## config.mk

```make
export PLATFORM = sky130hd
export DESIGN_NAME = uart_byte_rx
export DESIGN_NICKNAME = d
export VERILOG_FILES = /design/src/rtl/uart_pkg.sv /design/src/rtl/uart_rx_sync.sv /design/src/rtl/uart_byte_rx.sv
export SDC_FILE = /design/constraint.sdc
export NUM_CORES = 1
export LEC_CHECK = 0
export ABC_AREA = 1
export CAP_MARGIN = 0
export CORE_MARGIN = 3
export CORE_UTILIZATION = 35
export CTS_BUF_LIST = sky130_fd_sc_hd__clkbuf_16
export CTS_CLUSTER_SIZE = 24
export DETAILED_ROUTE_END_ITERATION = 10
export GPL_TIMING_DRIVEN = 0
export HOLD_SLACK_MARGIN = 0.1
export PLACE_DENSITY = 0.54
export SETUP_SLACK_MARGIN = 0.4
export SLEW_MARGIN = 20
export SYNTH_ARGS = -nofsm -noshare
export SYNTH_HDL_FRONTEND = slang
export SYNTH_SLANG_ARGS = --single-unit
```

## constraint.sdc

```tcl
create_clock -name clk -period 1.8 [get_ports clk]
set_input_delay 0.36 -clock clk [delete_from_list [all_inputs] [get_ports clk]]
set_output_delay 0.36 -clock clk [all_outputs]
set_load 0.02 [all_outputs]
```

## src/rtl/uart_pkg.sv

```systemverilog
// ============================================================================
//  Module   : uart_pkg
//  Brief    : Shared UART state encoding and default timing constants.
//  Revision : 1.0 - initial release
// ============================================================================
`default_nettype none

package uart_pkg;

    typedef enum logic [2:0] {
        ST_IDLE  = 3'd0,
        ST_START = 3'd1,
        ST_DATA  = 3'd2,
        ST_STOP  = 3'd3,
        ST_BREAK = 3'd4
    } uart_state_t;

    // 100 MHz system clock at 115200 baud
    localparam int c_CLKS_PER_BIT_DFLT = 868;
    localparam int c_IDLE_BITS_DFLT    = 20;

    localparam int c_DATA_BITS = 8;

    function automatic int half_bit(input int clks_per_bit);
        return clks_per_bit / 2;
    endfunction

endpackage

`default_nettype wire

```

## src/rtl/uart_rx_sync.sv

```systemverilog
// ============================================================================
//  Module   : uart_rx_sync
//  Brief    : Two-flop synchroniser with a parameterised reset value.
//  Revision : 1.0 - initial release
// ============================================================================
`default_nettype none

module uart_rx_sync #(
    parameter int               WIDTH     = 1,
    parameter logic [WIDTH-1:0] RESET_VAL = '1
) (
    input  logic             clk,
    input  logic             rst_n,
    input  logic [WIDTH-1:0] i_async,
    output logic [WIDTH-1:0] o_sync
);

    logic [WIDTH-1:0] r_meta;
    logic [WIDTH-1:0] r_sync;

    always_ff @(posedge clk) begin
        if (!rst_n) begin
            r_meta <= RESET_VAL;
            r_sync <= RESET_VAL;
        end else begin
            r_meta <= i_async;
            r_sync <= r_meta;
        end
    end

    assign o_sync = r_sync;

endmodule

`default_nettype wire

```

## src/rtl/uart_byte_rx.sv

```systemverilog
// ============================================================================
//  Module   : uart_byte_rx
//  Brief    : 8N1 UART receiver, mid-bit sampling, framing-error and idle flags.
//  Revision : 1.0 - initial release
// ============================================================================
`default_nettype none

module uart_byte_rx
    import uart_pkg::*;
#(
    parameter int CLKS_PER_BIT = c_CLKS_PER_BIT_DFLT,
    parameter int IDLE_BITS    = c_IDLE_BITS_DFLT
) (
    input  logic       clk,
    input  logic       rst_n,
    input  logic       rx,
    output logic [7:0] byte_data,
    output logic       byte_valid,
    output logic       frame_err,
    output logic       busy,
    output logic       rx_idle
);

    localparam int CW            = $clog2(CLKS_PER_BIT);
    localparam int c_IDLE_TERM   = IDLE_BITS * CLKS_PER_BIT;
    localparam int ITW           = $clog2(c_IDLE_TERM);

    localparam logic [CW-1:0]  c_HALF_M1   = CW'(half_bit(CLKS_PER_BIT) - 1);
    localparam logic [CW-1:0]  c_BIT_M1    = CW'(CLKS_PER_BIT - 1);
    localparam logic [CW-1:0]  c_CNT_ONE   = CW'(1);
    localparam logic [2:0]     c_IDX_LAST  = 3'(c_DATA_BITS - 1);
    localparam logic [ITW-1:0] c_IDLE_LAST = ITW'(c_IDLE_TERM - 1);
    localparam logic [ITW-1:0] c_IDLE_ONE  = ITW'(1);

    logic            w_rx_s;

    uart_state_t     r_state;
    uart_state_t     w_state_nxt;
    logic [CW-1:0]   r_cnt;
    logic [CW-1:0]   w_cnt_nxt;
    logic [2:0]      r_idx;
    logic [2:0]      w_idx_nxt;
    logic [7:0]      r_shift;
    logic [7:0]      w_shift_nxt;
    logic [7:0]      r_data;
    logic [7:0]      w_data_nxt;
    logic            r_valid;
    logic            w_valid_nxt;
    logic            r_ferr;
    logic            w_ferr_nxt;
    logic            w_cnt_zero;

    logic [ITW-1:0]  r_idle_cnt;
    logic            r_idle_armed;
    logic            r_rx_idle;

    uart_rx_sync #(
        .WIDTH     (1),
        .RESET_VAL (1'b1)
    ) u_sync (
        .clk     (clk),
        .rst_n   (rst_n),
        .i_async (rx),
        .o_sync  (w_rx_s)
    );

    assign w_cnt_zero = (r_cnt == '0);

    always_ff @(posedge clk) begin
        if (!rst_n) begin
            r_state <= ST_IDLE;
            r_cnt   <= '0;
            r_idx   <= '0;
            r_shift <= '0;
            r_data  <= '0;
            r_valid <= 1'b0;
            r_ferr  <= 1'b0;
        end else begin
            r_state <= w_state_nxt;
            r_cnt   <= w_cnt_nxt;
            r_idx   <= w_idx_nxt;
            r_shift <= w_shift_nxt;
            r_data  <= w_data_nxt;
            r_valid <= w_valid_nxt;
            r_ferr  <= w_ferr_nxt;
        end
    end

    always_comb begin
        w_state_nxt = r_state;
        w_cnt_nxt   = r_cnt;
        w_idx_nxt   = r_idx;
        w_shift_nxt = r_shift;
        w_data_nxt  = r_data;
        w_valid_nxt = 1'b0;
        w_ferr_nxt  = 1'b0;

        case (r_state)
            ST_IDLE: begin
                if (!w_rx_s) begin
                    w_state_nxt = ST_START;
                    w_cnt_nxt   = c_HALF_M1;
                end
            end

            ST_START: begin
                if (!w_cnt_zero) begin
                    w_cnt_nxt = r_cnt - c_CNT_ONE;
                end else if (!w_rx_s) begin
                    w_state_nxt = ST_DATA;
                    w_cnt_nxt   = c_BIT_M1;
                    w_idx_nxt   = '0;
                end else begin
                    // Line went back high before mid-start: treat as a glitch.
                    w_state_nxt = ST_IDLE;
                end
            end

            ST_DATA: begin
                if (!w_cnt_zero) begin
                    w_cnt_nxt = r_cnt - c_CNT_ONE;
                end else begin
                    w_shift_nxt[r_idx] = w_rx_s;
                    w_cnt_nxt          = c_BIT_M1;
                    if (r_idx == c_IDX_LAST) begin
                        w_state_nxt = ST_STOP;
                    end else begin
                        w_idx_nxt = r_idx + 3'd1;
                    end
                end
            end

            ST_STOP: begin
                if (!w_cnt_zero) begin
                    w_cnt_nxt = r_cnt - c_CNT_ONE;
                end else if (w_rx_s) begin
                    w_data_nxt  = r_shift;
                    w_valid_nxt = 1'b1;
                    w_state_nxt = ST_IDLE;
                end else begin
                    w_ferr_nxt  = 1'b1;
                    w_state_nxt = ST_BREAK;
                end
            end

            ST_BREAK: begin
                // A held-low line stays here silently until it is released.
                if (w_rx_s) begin
                    w_state_nxt = ST_IDLE;
                end
            end

            default: begin
                w_state_nxt = ST_IDLE;
            end
        endcase
    end

    // Idle timer: armed by a good byte, fires once after a quiet line.
    always_ff @(posedge clk) begin
        if (!rst_n) begin
            r_idle_cnt   <= '0;
            r_idle_armed <= 1'b0;
            r_rx_idle    <= 1'b0;
        end else begin
            r_rx_idle <= 1'b0;
            if (w_valid_nxt) begin
                r_idle_armed <= 1'b1;
            end
            if ((r_state == ST_IDLE) && w_rx_s && r_idle_armed) begin
                if (r_idle_cnt == c_IDLE_LAST) begin
                    r_rx_idle    <= 1'b1;
                    r_idle_armed <= 1'b0;
                    r_idle_cnt   <= '0;
                end else begin
                    r_idle_cnt <= r_idle_cnt + c_IDLE_ONE;
                end
            end else begin
                r_idle_cnt <= '0;
            end
        end
    end

    assign byte_data  = r_data;
    assign byte_valid = r_valid;
    assign frame_err  = r_ferr;
    assign busy       = (r_state != ST_IDLE);
    assign rx_idle    = r_rx_idle;

endmodule

`default_nettype wire

```

==> Word-level counts from Yosys, hierarchy flattened <==
Cells that the tools add are included.
Widths: inputs -> output; s select.
{ "word_totals": {"regBits": 53, "input_bits": 3, "output_inout_bits": 12, "elab_cells": 82} }
{ "op_classes": {"addsub": 3, "magnitude_cmp": 2, "n_eq_ne": 16, "mux": 31, "bitwise_logic": 2, "n_reduce_logical": 16} }
{ "ops": {"columns": ["op", "count"], "rows": [
  ["$mux 10", 5],
  ["$pmux 10 s4", 1],
  ["$mux 3", 11],
  ["$ne 2x2->1 const B", 8],
  ["$add 15x1->15 const B", 1],
  ["$eq 15x15->1 const B", 1],
  ["$pmux 3 s5", 1],
  ["$logic_not 10->1", 1],
  ["$sub 10x1->10 const B", 1],
  ["$mux 1", 9],
  ["$bwmux 8", 1],
  ["$eq 3x2->1 const B", 2],
  ["$eq 3x3->1 const B", 2],
  ["$pmux 3 s2", 1],
  ["$reduce_and 3->1", 2],
  ["$reduce_and 6->1", 1],
  ["$reduce_and 5->1", 1],
  ["$lt 3x4->1 const B", 1],
  ["$reduce_and 2->1", 2],
  ["$reduce_and 4->1", 1],
  ["$reduce_bool 4->1", 1],
  ["$add 3x1->3 const B", 1],
  ["$demux 1 s3", 1],
  ["$eq 3x1->1 const B", 1],
  ["10 further kinds", 13]
]} }

==> Logic depth before layout (Yosys ltp) <==
Gate-level depths: netlist (run 1).
{ "logic_depth": {"depth_word": 6, "depth_mapped": 10, "depth_no_buf": 10} }

==> Cells and area by module <==
From an unflattened synthesis (run 1), not the netlist that was laid out.
{ "hier_totals": {"hier_cells": 384, "area_unflattened_um2": 2643.8} }
{ "modules_own_cells": {"columns": ["module", "n_inst", "cells_each", "area_per_inst_um2", "seq_area_each_um2"], "rows": [
  ["uart_byte_rx", 1, 378, 2588.7, 1021.0],
  ["uart_rx_sync", 1, 6, 55.1, 40.0]
]} }

==> Least setup slack after synthesis (run 1) <==
No wires, ideal clock.
{ "synth_path": {"kind": "reg-to-reg", "from": "register r_cnt[0]", "to": "register r_cnt[0]", "arrival_time_ps": 1279, "required_ps": 1684, "setup_slack_ps": 405, "stages_incl_launch_ff": 10, "n_path_buf": 0, "period_less_slack_ps": 1395, "cell_sequence": "dfxtp_1 > inv_1 > ha_1 > nand3_1 > nor2_1 > nand3_4 > nand2_4 > inv_2 > o21ai_0 > nor2_1"} }
{ "synth_between": {"elab_chain_cells": 3, "word_cells_on_any_way": 9, "classes_between": "add/sub: 1; eq/ne: 2; mux: 4; reduce/logical: 2"} }
{ "synth_lines": {"columns": ["item", "line_no", "source"], "rows": [
  ["from (decl)", "uart_byte_rx.sv:39", "logic [CW-1:0] r_cnt;"],
  ["from (signal assigned)", "uart_byte_rx.sv:80", "r_cnt <= w_cnt_nxt;"],
  ["$sub 10x1->10 or $logic_not 10->1 (tied branches)", null, null],
  ["$mux 10, or another cell as far along", "uart_byte_rx.sv:134", "if (!w_cnt_zero) begin"],
  ["$pmux 10 s4 or $reduce_and 4->1 (tied branches)", null, null]
]} }
Parallel ways exist; a longest one is shown, timed or not. The select of a mux whose other input is x is not followed.
A chain may end at the register's enable or synchronous reset.

==> Worst setup path after layout (run 1) <==
{ "layout_path": {"from": "register r_state[2]", "to": "output busy"} }
{ "layout_between": {"elab_chain_cells": 1} }
{ "layout_lines": {"columns": ["item", "line_no", "source"], "rows": [
  ["from (decl)", "uart_byte_rx.sv:37", "uart_state_t r_state;"],
  ["from (signal assigned)", "uart_byte_rx.sv:79", "r_state <= w_state_nxt;"],
  ["$reduce_bool 3->1", "uart_byte_rx.sv:187", "assign busy = (r_state != ST_IDLE);"],
  ["to (decl)", "uart_byte_rx.sv:20", "output logic busy,"]
]} }
Every way passes these cells.

==> results of run 1 <==
cell usage in the layout, fill, tap and decap left out, types with 3 or more instances in the layout:
| cell type | count |
|---|---|
| clkbuf_2 | 3 |
| buf_6 | 3 |
| nand2_2 | 14 |
| o21ai_1 | 7 |
| nand3_4 | 8 |
| a21oi_1 | 12 |
| or2_2 | 3 |
| inv_2 | 5 |
| o21ai_2 | 10 |
| nand3b_1 | 3 |
| o21bai_1 | 3 |
| buf_4 | 29 |
| nand2_1 | 56 |
| nor3_1 | 6 |
| nor2_1 | 38 |
| dlygate4sd2_1 | 11 |
| xor2_1 | 5 |
| inv_4 | 3 |
| a21oi_2 | 16 |
| nor2_4 | 13 |
| nand4_1 | 9 |
| clkbuf_16 | 5 |
| nand3_1 | 26 |
| ha_4 | 4 |
| inv_1 | 42 |
| o21ai_0 | 3 |
| dfxtp_4 | 3 |
| dfxtp_2 | 16 |
| nor2_2 | 13 |
| dfxtp_1 | 34 |
layout make-up:
cell class | count | area [um2] | share of cell area, %
clock buffer | 5 | 125.1 | 3.369
timing repair buffer | 45 | 362.8 | 9.771
tap | 99 | 123.9 | 3.336
clock inverter | 3 | 41.29 | 1.112
multi-input combinational | 264 | 1732 | 46.63
buffer | 6 | 41.29 | 1.112
inverter | 50 | 195.2 | 5.256
sequential | 53 | 1092 | 29.41
repair_timing:
| action | in CTS | in global routing |
|---|---|---|
| pin swaps | 21 | 21 |
| hold buffers | 0 | 0 |
| setup endpoints to repair | 59 | 50 |
| resized for setup | 79 | 69 |
| gates cloned | 1 | 0 |
| setup buffers | 15 | 17 |
synth_stat cells, types with 2 or more instances:
library cell and number:
clkbuf_1 5, nand2_1 67, o21bai_1 3, ha_1 5, nor3_1 6, a21oi_1 23
inv_2 2, o21ai_0 19, nand2_2 4, nor2_1 48, dfxtp_1 53, nand3_1 33
a21oi_2 6, or2_2 3, nor2_2 11, inv_1 48, nor4_1 2, nor2_4 5
nand4_1 9, xor2_1 5, nand3b_1 3
worst max-delay path, delay by kind of cell (launching register included):
kind / cells / cell delay [ns]
flip-flops: 1 / 0.42
buffers and inverters: 2 / 0.27
AND/OR/NAND/NOR: 1 / 0.12
registers in the layout (all words and copies together) (netlist names):
register       flops
byte_data          8
byte_valid         1
frame_err          1
r_cnt             10
r_idle_armed       1
r_idle_cnt        15
r_idx              3
r_shift            8
r_state            3
rx_idle            1
u_sync.o_sync      1
u_sync.r_meta      1
stage by stage:
stage	setup WS [ns]	util, %
6_report	0.3341	50.93
5_1_grt	0.2668	50.93
2_1_floorplan	0.4048	-
4_1_cts	0.2176	46.38
3_3_place_gp	0.1212	39.91
3_5_place_dp	0.1048	39.91
cells by family after synthesis:
family          after synthesis  synth area share [%]
compound gates               54                 11.54
xor+xnor                      6                 1.978
fa+ha+maj                     5                 2.355
buf+inv                      56                 8.196
flops                        53                 39.94
simple gates                198                 35.99
final timing paths:
| check | startpoint | to | slack [ns] | cells past startpoint |
|---|---|---|---|---|
| worst min register to register | u_sync.r_meta$_SDFF_PN1_ | u_sync.o_sync$_SDFF_PN1_ | 0.43 | 1 |
| worst min-delay path | u_sync.r_meta$_SDFF_PN1_ | u_sync.o_sync$_SDFF_PN1_ | 0.43 | 1 |
| worst max-delay path | r_state[2]$_SDFFE_PN0P_ | busy | 0.33 | 3 |
| worst max register to register | r_cnt[0]$_SDFFE_PN0P_ | byte_data[7]$_SDFFE_PN0P_ | 0.35 | 8 |
power by group through the flow:
| stage | combinational [mW] | sequential (mW) | clock [mW] |
|---|---|---|---|
| 6_report | 2.61 | 1.45 | 1.08 |
| 5_1_grt | 2.84 | 1.46 | 1.14 |
| 4_1_cts | 2.07 | 1.42 | 1.10 |
| 3_5_place_dp | 1.54 | 1.43 | 0 |
| 3_3_place_gp | 1.53 | 1.43 | 0 |
| 2_1_floorplan | 1.25 | 1.41 | 0 |
metal layers:
metal  share of wire (%)  up-vias  GRT usage, %
met5                   0        -             0
met4                0.59        0         3.297
met3                 2.2        4         2.494
met2                  51       23         26.63
met1                  46     1172         17.59
li1                    -     1309             -
==> results, run 1 <==
- The worst-path maximum fanout is 5.
- From left edge to right edge, the die measures slightly above 90 um.
- The worst setup path is captured at an output port.
- The number of nets still failing antenna checks after routing is 0.
- Hold timing on the final database bottoms out at a slack of between 0.4 and 0.5 ns.
- The top-area cell type share of the netlist area is approximately 40%.
- The global-route wire length before repair is 10,340 um.
- The final layout contains ~430 nets.
- At the worst endpoint, the arrival time is between 1 and 1.5 ns.
- The fraction of power consumed by combinational cells is a little over 50%.
- Summing the sequential cell areas from Yosys gives about two fifths of the chip area.
- Of all flip-flops after synthesis, the portion carrying an async set or reset was 0%.
- The total of warnings raised by yosys is 0.
- The CTS tree is built.
- The slowest stage of the critical path is the dfxtp_2 cell.
- The first detailed-routing pass took 4 iterations.
- Yosys attributes the largest share of cell area to dfxtp_1 40%, nand2_1 9.5%, inv_1 6.8%.
- The required arrival time at the worst endpoint is between 1 and 1.5 ns.
- The depth of the CTS H-tree is 2.
- After technology mapping, the gate count stands at 372.
- The number of enable-type register cells in the synthesized netlist is 0.
- Total power for the finished layout comes to approximately 5.1 mW.
- The number of buffers inserted during clock tree synthesis is 5.
- The number of max-slew violations in the final report came to 0.
- The total length of routed wires is approximately 6300 um.
- The routed layout has 2,508 vias.
- The finished cells cover roughly 0.0037 mm2.
- The worst-skew pair later-pin latency is 0.29 ns.
- The last weighted congestion value of the routability-driven placer is between 0.8 and 0.9.
- The fill cell instance count of the final layout is ~730.
- The number of hold-slack violations in the final timing report is 0.
- The largest voltage drop on the vdd net is between 600 and 700 uV.
- The core area is roughly 0.0073 mm2.
- The worst hold-check path type is reg -> reg.
- Clock-pin slew was measured on the worst setup and hold paths at approximately 0.070 ns.
- The die covers approximately 0.0087 mm2.
- The detailed router finished its first iteration with 85 violations.
- The routed design could run at a clock period as short as 1.466 ns.
- The repair_antennas step left the layout with diodes totalling 0.
- Setup repair after global routing could not meet its margin everywhere.
- In this run the tightest slew margin relative to its limit is 62.71%.
- The largest single stage delay on the critical path is ~0.42 ns.
- After detailed routing, the average wire length per cell comes to ~12 um.
- Counting every net in the synthesized netlist gives 380.
- The total power density per cell area is 1384 mW/mm2.
- Static timing analysis puts the maximum clock frequency at around 680 MHz.
- Summed over all failing endpoints, the final setup total negative slack is 0 ns.
- The tree is rooted in a clkbuf_16.
- The flow ran to the end, and the final reports show no timing, DRC or antenna violations.
- Setup violations remaining at the end of the flow were counted as 0.
- Of the total power, the share spent switching nets is 39.77%.
- The flop and latch count out of synthesis is 53.
- The tool flagged a number of max-cap violations equal to 0.
- The number of DRC violations after detailed routing is 0.
- After detailed routing, the number of vias per cell comes to roughly 4.8.
- The signal on the critical path passes through inv_2 -> nand2_2 -> clkbuf_2.
- In this run the power spent charging and discharging nets is between 2 and 2.5 mW.
- STA classifies the critical path startpoint as a flip-flop.
- The placed standard-cell area is 0.002910 mm2.
- At the pin with the least slew margin, the transition time is 0.5594 ns.
- The number of unique standard cell types used by synthesis is 33.
- The sum of net half-perimeters after detailed placement is approximately 4100 um.
- The initial antenna violation count is 0.
- The area overhead of the layout relative to synthesis is 39.80%.
- The count of cells in the finished layout, fillers not included, comes to 525.
- The longest clock path from root to sink contains 2 buffers.
- Including well taps, the total number of placed cells is 484.
- Input and output buffers added on the ports amount to 13.
- Pin placement for this block handled 15 I/O pins.
- The most common flop cell mapped by yosys is dfxtp_1.
- The die extent in y is between 90 and 100 um.
- The largest area contributor in the netlist is dfxtp_1.
- The critical path is of the reg -> out type.
- After floorplanning, the core was divided into 31 placement rows.
- For this design, the sink count on the clock tree is 53.
- Sequential cells account for between 20% and 30% of the total power.
- Once the floorplan was initialized, standard cells occupied between 30% and 40% of the core.
- After layout, the worst path uses about four fifths of the clock period.
- Between clock sinks in the finished design, the worst skew comes to between 0.01 and 0.015 ns.
- In this run the static leakage power is about 1.4 nW.
- In this run the cell area of the synthesized design comes to between 0.002 and 0.003 mm2.
- The total global routing track utilization is around 15%.
- The internal cell power is ~3.1 mW.
- The via count of the first global-routing pass is ~2,300.
- The final global-route overflow total is 0.
- The largest net degree at the start of global routing is 17.
- A synthesized cell averages around 7.1 um2.
- The clock network accounts for about a fifth of the total power.
- Cells with a size suffix above 1 make up roughly 38% of the layout.
No activity file was read; power rests on OpenSTA's default activity.
==> run 2: changes to the inputs <==
Settings changed: PLACE_DENSITY 0.54 to 0.56.
Clock period 1.8 ns to 1.28 ns, I/O delays scaled along.
==> run 2 against run 1 <==
  * The run now ends with negative setup slack left
  * Critical path depth rose by 6
  * Total power is 43% higher
  * Via count increased by 3.2%
  * Highest routed layer unchanged
==> results, run 2 (synthesis results as in run 1) <==
- The flip-flop count of the largest register after layout is 15 (unchanged).
- Status: complete, but fails checks (was completed).
- The total I/O pin count is 15 (unchanged).
- Commonest cells after routing, fill and taps aside: 46 x nand2_1, 39 x inv_1, 33 x nor2_1, 33 x buf_4 (was 56 x nand2_1, 42 x inv_1, 38 x nor2_1).
- The total number of vias is 2,588 (was 2,508).
- The number of max-slew violations in the final report came to 0 (unchanged).
- The overall die width is 93.12 um (unchanged).
- The worst hold margin was 0.2551 ns (was 0.4320 ns).
- The arrival time reported for the critical path endpoint is 1.68 ns (was 1.11 ns).
- Dividing the final minimum period by the clock period gives 116.6%.
- The startpoint class of the critical path is a flip-flop (unchanged).
- The checks that failed: negative setup slack.
- The number of design-rule violations left by the first detailed-router iteration is 98 (was 85).
- The required arrival time at the worst endpoint was 1.47 ns (was 1.44 ns).
- The core area is 0.007292 mm2 (unchanged).
- The total global routing track utilization is 16.07% (was 14.51%).
- The worst hold-check path type is in -> reg (was reg -> reg).
- The die area is 0.008670 mm2 (unchanged).
- The total length of routed wires is 6893 um (was 6266 um).
- The final setup violation count is 51 (was 0).
- The worst slack after detailed placement is -0.2118 ns (was 0.1048 ns).
- The depth of the CTS H-tree is 2 (unchanged).
- The clock root buffer master is clkbuf_16 (unchanged).
- The number of buffers inserted during clock tree synthesis came to 5 (unchanged).
- Subtracting the final worst setup slack from the clock period gives 1.492 ns.
- The fill cell instance count of the final layout was 673 (was 731).
- The final global-route overflow total is 0 (unchanged).
- The type of destination of the critical path is a flip-flop (was output port).
- The initial antenna violation count is 0 (unchanged).
- The average wire length per cell after detail routing was 12.74 um (was 11.94 um).
- The timing-limited maximum frequency is between 600 and 700 MHz.
- The total power density per cell area is 1789 mW/mm2 (was 1384 mW/mm2).
- The global-route wire length before repair is 11,320 um (was 10,340 um).
- The headroom to the max-slew limit is 61.34% (was 62.71%).
- The sequential standard cell area is 0.001114 mm2 (was 0.001092 mm2).
- The worst-margin pin slew was 0.5800 ns (was 0.5594 ns).
- The static leakage is 1.613 nW (was 1.446 nW).
- The sum of net half-perimeters after detailed placement was 4206 um (was 4098 um).
- The worst clock skew on the final layout is 0.005407 ns (was 0.01134 ns).
- The worst-path maximum fanout was 4 (was 5).
- The per-cell via count in the routed design is 4.784 (was 4.777).
- The buffer levels on the longest clock path is 2 (unchanged).
- The number of rows created at floorplan is 31 (unchanged).
- Largest registers: r_idle_cnt: 15 flops, r_cnt: 10 flops (unchanged).
- The largest voltage drop on the vdd net came to 710.6 uV (was 635.8 uV).
- The number of nets still failing antenna checks after routing came to 0 (unchanged).
- The count of placed standard cells including taps is 484 (unchanged).
- The clock net sink count is 53 (unchanged).
- The share of final-layout standard cells stronger than drive strength 1 was 49.55% (was 37.56%).
- The number of hold-slack violations in the final timing report was 0 (unchanged).
- The classification of the worst setup path is reg -> reg (was reg -> out).
- The worst-skew pair later-pin latency came to 0.29 ns (about the same).
- The most frequent standard cell in the layout excluding fill and tap cells is nand2_1 (unchanged).
- The area overhead of the layout relative to synthesis came to 54.97% (was 39.80%).
- The via count of the first global-routing pass is 2,452 (was 2,331).
- The die extent in y is 93.12 um (unchanged).
- The antenna diode count is 0 (unchanged).
- The max-cap violation count came to 0 (unchanged).
- RSZ-0062 raised after global routing: true (unchanged).
- The total area of multi-input combinational cells is 0.001883 mm2 (was 0.001732 mm2).
- The clock edge transition at the registers on the reported setup and hold paths is 0.07 ns (about the same).
- The worst setup margin is -0.2119 ns (was 0.3341 ns).
- The number of nets in the layout is 449 (was 433).
- The CTS tree is built (unchanged).
- The register ranked first by flip-flop count is r_idle_cnt (unchanged).
- The starting utilization of the core area came to 36.43% (unchanged).
- The count of TritonRoute iterations in the first routing pass is 4 (unchanged).
- The number of buffers added on ports was 13 (unchanged).
- The last weighted congestion value of the routability-driven placer came to 0.8573 (was 0.8411).
- The final cell count without fillers is 541 (was 525).
- The largest net degree at the start of global routing is 17 (unchanged).
- The number of DRC violations after detailed routing is 0 (unchanged).
==> run 2: cell types whose count changed in the layout (fill, tap and decap cells not counted), sizes merged <==
cell         before  now
bufinv            1    0
clkinvlp          1    0
buf              34   61
inv              50   52
dlygate4sd2      11    0
==> run 2: metal layers <==
metal  share of wire [%]  global-route usage (%)  routed length [um]  vias up
met2                  51                   28.37                3483       41
met3                 3.2                   2.977                 224        8
met1                  45                   19.61                3089     1191
met4                 1.4                   5.250                  95        0
li1                    -                       -                   -     1348
met5                   0                       0                   0        -
==> run 2: path summary, 6_finish.rpt <==
| check | startpoint | to | slack [ns] | cells after the start |
|---|---|---|---|---|
| max | r_idle_cnt[0]$_SDFF_PP0_ | r_idle_cnt[12]$_SDFF_PP0_ | -0.21 | 9 |
| max reg2reg | r_idle_cnt[0]$_SDFF_PP0_ | r_idle_cnt[12]$_SDFF_PP0_ | -0.21 | 9 |
| min | rst_n | byte_data[1]$_SDFFE_PN0P_ | 0.26 | 3 |
| min reg2reg | byte_data[1]$_SDFFE_PN0P_ | byte_data[1]$_SDFFE_PN0P_ | 0.45 | 2 |
==> run 2: layout make-up <==
class / count / share of cell area, %
Buffer: 6 / 1.733
Clock buffer: 5 / 3.040
Clock inverter: 3 / 0.4255
Inverter: 50 / 4.742
Multi-Input combinational cell: 264 / 45.74
Sequential cell: 53 / 27.05
Tap cell: 99 / 3.009
Timing Repair Buffer: 61 / 14.26
==> run 2: worst max-delay path: stages (launching register included) <==
cell and delay, ns:
dfxtp_4 0.37, ha_4 0.14, nand2_4 0.05, nor2_4 0.14
buf_6 0.13, nand3_4 0.07, nor3_4 0.22, buf_4 0.15
nor2_4 0.03, o21a_1 0.08
==> run 2: report_power, final <==
group,switching (mW),internal [mW],total (mW)
Combinational,2.20,1.80,4.01
Sequential,0.207,1.81,2.02
Clock,0.615,0.723,1.34
Total,3.02,4.34,7.36
==> run 2: what timing repair did <==
item                       CTS  global route
gates cloned                 2             0
resized for setup          141            54
setup endpoints to repair   63            63
hold buffers                 0             0
setup buffers               32            15
pin swaps                   32            26
==> run 2: metrics by stage <==
| stage | power [mW] | utilization, % | cell area, um2 | setup TNS [ns] |
|---|---|---|---|---|
| finish | 7.364 | 56.45 | 4116 | -5.679 |
| global route | 7.828 | 56.45 | 4116 | -9.905 |
| floorplan | 4.036 | - | 2873 | -0.01798 |
| global placement | 4.471 | 42.88 | 3127 | -5.340 |
| CTS | 6.745 | 52.33 | 3816 | -4.415 |
| detailed placement | 4.497 | 42.88 | 3127 | -5.800 |
==> run 3: changes to the inputs <==
Settings changed: SKIP_LAST_GASP set to 1.
==> run 3 against run 2 <==
  * Largest cell class unchanged
  * Critical path type unchanged
  * Wire length decreased by 0.39%
  * The run still ends with negative setup slack left
  * Highest routed layer unchanged
  * Utilization about the same
  * Total power fell by 0.29%
==> results, run 3 (synthesis results as in run 1) <==
- Status: complete, but fails checks (unchanged).
- Violated checks: negative setup slack (unchanged).
- The timing-limited maximum frequency came to 671.4 MHz (was 670.3 MHz).
- The number of max-slew violations in the final report is 0 (unchanged).
- Commonest cells after routing, fill and taps aside: 47 x nand2_1, 39 x inv_1, 35 x buf_4 (was 46 x nand2_1, 39 x inv_1, 33 x nor2_1, 33 x buf_4).
- The number of design-rule violations left by the first detailed-router iteration is 100 (was 98).
- The hold-critical path endpoint is byte_data[1]$_SDFFE_PN0P_ (unchanged).
- The flip-flop count of the largest register after layout came to 15 (unchanged).
- The last weighted congestion value of the routability-driven placer is 0.8573 (unchanged).
- The type of destination of the critical path is a flip-flop (unchanged).
- The number of hold-slack violations in the final timing report is 0 (unchanged).
- The met1 layer wirelength in the final routing is 3097 um (was 3089 um).
- The max-cap violation count is 0 (unchanged).
- The number of DRC violations after detailed routing is 0 (unchanged).
- The switching power is 2.997 mW (was 3.022 mW).
- The arrival time reported for the critical path endpoint was 1.68 ns (about the same).
- The clock net sink count is 53 (unchanged).
- The starting utilization of the core area is 36.43% (unchanged).
- The largest net degree at the start of global routing is 17 (unchanged).
- The total area of multi-input combinational cells is 0.001871 mm2 (was 0.001883 mm2).
- The number of buffers inserted during clock tree synthesis came to 5 (unchanged).
- The core area came to 0.007292 mm2 (unchanged).
- The uppermost layer routed is met4 (unchanged).
- The CTS tree is built (unchanged).
- The fraction of power consumed by combinational cells was 54.2% (was 54.4%).
- The internal cell power is 4.347 mW (was 4.342 mW).
- The count of TritonRoute iterations in the first routing pass is 4 (unchanged).
- The clock edge transition at the registers on the reported setup and hold paths was 0.07 ns (about the same).
- The worst-path maximum fanout is 4 (unchanged).
- The die extent in y came to 93.12 um (unchanged).
- The register ranked first by flip-flop count was r_idle_cnt (unchanged).
- The start point of the worst hold path was rst_n (unchanged).
- The worst-margin pin slew is 0.5900 ns (was 0.5800 ns).
- The die area came to 0.008670 mm2 (unchanged).
- The worst clock skew on the final layout is 0.005485 ns (was 0.005407 ns).
- The number of rows created at floorplan was 31 (unchanged).
- The largest voltage drop on the vdd net is 691.7 uV (was 710.6 uV).
- The required arrival time at the worst endpoint is 1.47 ns (about the same).
- The total number of vias is 2,575 (was 2,588).
- The number of buffers added on ports came to 13 (unchanged).
- Largest registers: r_idle_cnt: 15 flops, r_cnt: 10 flops (unchanged).
- The sum of net half-perimeters after detailed placement is 4206 um (unchanged).
- The overall die width is 93.12 um (unchanged).
- The area overhead of the layout relative to synthesis is 55.06% (was 54.97%).
- The total global routing track utilization is 16.07% (unchanged).
- The met3 routed wirelength was 179 um (was 224 um).
- The total power density per cell area is 1783 mW/mm2 (was 1789 mW/mm2).
- The worst hold-check path type was in -> reg (unchanged).
- The total negative slack for setup checks is -5.631 ns (was -5.679 ns).
- The switching power as a share of total power came to 40.81% (was 41.04%).
- The number of buffers inserted for hold repair after clock tree synthesis is 0 (unchanged).
- The classification of the worst setup path is reg -> reg (unchanged).
- The register-to-register path setup slack was -0.21 ns (about the same).
- The final global-route overflow total was 0 (unchanged).
- The antenna diode count is 0 (unchanged).
- The depth of the CTS H-tree was 2 (unchanged).
- The core occupancy in the finished layout is 56.49% (was 56.45%).
- The terminus of the critical flop-to-flop path is r_idle_cnt[12]$_SDFF_PP0_ (unchanged).
- The worst-skew pair later-pin latency came to 0.29 ns (about the same).
- The beginning of the worst register-to-register path was r_idle_cnt[0]$_SDFF_PP0_ (unchanged).
- The final setup violation count is 51 (unchanged).
- The sequential standard cell area came to 0.001114 mm2 (unchanged).
- The static leakage is 1.615 nW (was 1.613 nW).
- The total length of routed wires came to 6866 um (was 6893 um).
- The total I/O pin count is 15 (unchanged).
- The worst hold margin is 0.2547 ns (was 0.2551 ns).
- The average wire length per cell after detail routing is 12.64 um (was 12.74 um).
- The proportion of power drawn by the clock network is 18.3% (was 18.2%).
- The share of power burned in registers was 27.5% (was 27.4%).
- RSZ-0062 raised after global routing: true (unchanged).
- The via count of the first global-routing pass came to 2,453 (was 2,452).
- The worst setup margin was -0.2095 ns (was -0.2119 ns).
- The per-cell via count in the routed design is 4.742 (was 4.784).
- The startpoint class of the critical path is a flip-flop (unchanged).
- The most frequent standard cell in the layout excluding fill and tap cells is nand2_1 (unchanged).
- The number of cells on the worst hold path is 3 (unchanged).
- The portion of the clock cycle consumed by the worst path in the final layout is 116.4% (was 116.6%).
- The count of placed standard cells including taps came to 484 (unchanged).
- The buffer levels on the longest clock path is 2 (unchanged).
- The headroom to the max-slew limit is 60.67% (was 61.34%).
- The cell depth of the worst flop-to-flop path is 9 (unchanged).
- The share of final-layout standard cells stronger than drive strength 1 is 49.10% (was 49.55%).
- The global-route wire length before repair is 11,320 um (unchanged).
- The fill cell instance count of the final layout was 676 (was 673).
- The clock root buffer master is clkbuf_16 (unchanged).
- The sum of met2 wire segment lengths after detailed routing came to 3493 um (was 3483 um).
- The final cell count without fillers was 543 (was 541).
- The initial antenna violation count is 0 (unchanged).
- The number of nets still failing antenna checks after routing came to 0 (unchanged).
- The final period demand of the worst path is 1.489 ns (was 1.492 ns).
- The number of nets in the layout is 451 (was 449).
-- run 3: layout make-up --
class,instances,share of cell area (%)
Clock inverter,3,0.4253
Buffer,6,1.731
Inverter,50,4.739
Multi-Input combinational cell,264,45.41
Tap cell,99,3.007
Clock buffer,5,3.038
Timing Repair Buffer,63,14.61
Sequential cell,53,27.04
-- run 3: routing by layer --
metal	global-route usage [%]	up-vias
li1	-	1350
met1	19.61	1190
met2	28.37	27
met3	2.977	8
met4	5.250	0
met5	0	-
-- run 3: worst max path at each step --
stage / start / to / slack, ns / cells after the start
4_1_cts: r_state[0]$_SDFFE_PN0P_ / busy / -0.16 / 3
2_1_floorplan: r_idle_cnt[0]$_SDFF_PP0_ / r_idle_cnt[14]$_SDFF_PP0_ / -0.01 / 8
5_1_grt: r_idle_cnt[0]$_SDFF_PP0_ / r_idle_cnt[12]$_SDFF_PP0_ / -0.28 / 9
3_5_place_dp: r_cnt[5]$_SDFFE_PN0P_ / byte_data[3]$_SDFFE_PN0P_ / -0.21 / 6
3_3_place_gp: r_state[2]$_SDFFE_PN0P_ / busy / -0.21 / 3
6_report: r_idle_cnt[0]$_SDFF_PP0_ / r_idle_cnt[12]$_SDFF_PP0_ / -0.21 / 9
-- run 3: power groups by stage --
stage	clock, mW	combinational, mW	sequential [mW]
detailed placement	0	2.47	2.02
global route	1.45	4.33	2.04
finish	1.34	3.98	2.02
global placement	0	2.45	2.02
floorplan	0	2.04	1.99
CTS	1.38	3.34	2.00
-- run 3: metrics by stage --
| stage | setup WS (ns) | power [mW] | instance area [um2] |
|---|---|---|---|
| floorplan | -0.01484 | 4.036 | 2873 |
| global placement | -0.2090 | 4.471 | 3127 |
| detailed placement | -0.2118 | 4.497 | 3127 |
| CTS | -0.1624 | 6.720 | 3802 |
| global route | -0.2818 | 7.821 | 4119 |
| finish | -0.2095 | 7.343 | 4119 |
-- run 3: worst max-delay path, cell delays in order, from the launching register on --
cell	delay, ns
dfxtp_4	0.37
ha_4	0.14
nand2_4	0.05
nor2_4	0.14
buf_6	0.13
nand3_4	0.07
nor3_4	0.22
buf_4	0.15
nor2_4	0.03
o21a_1	0.08
-- run 3: repair_timing --
item,in CTS,in global routing
resized for setup,136,56
buffers inserted,32,17
setup endpoints to repair,63,63
pin swaps,31,26
gates cloned,2,0
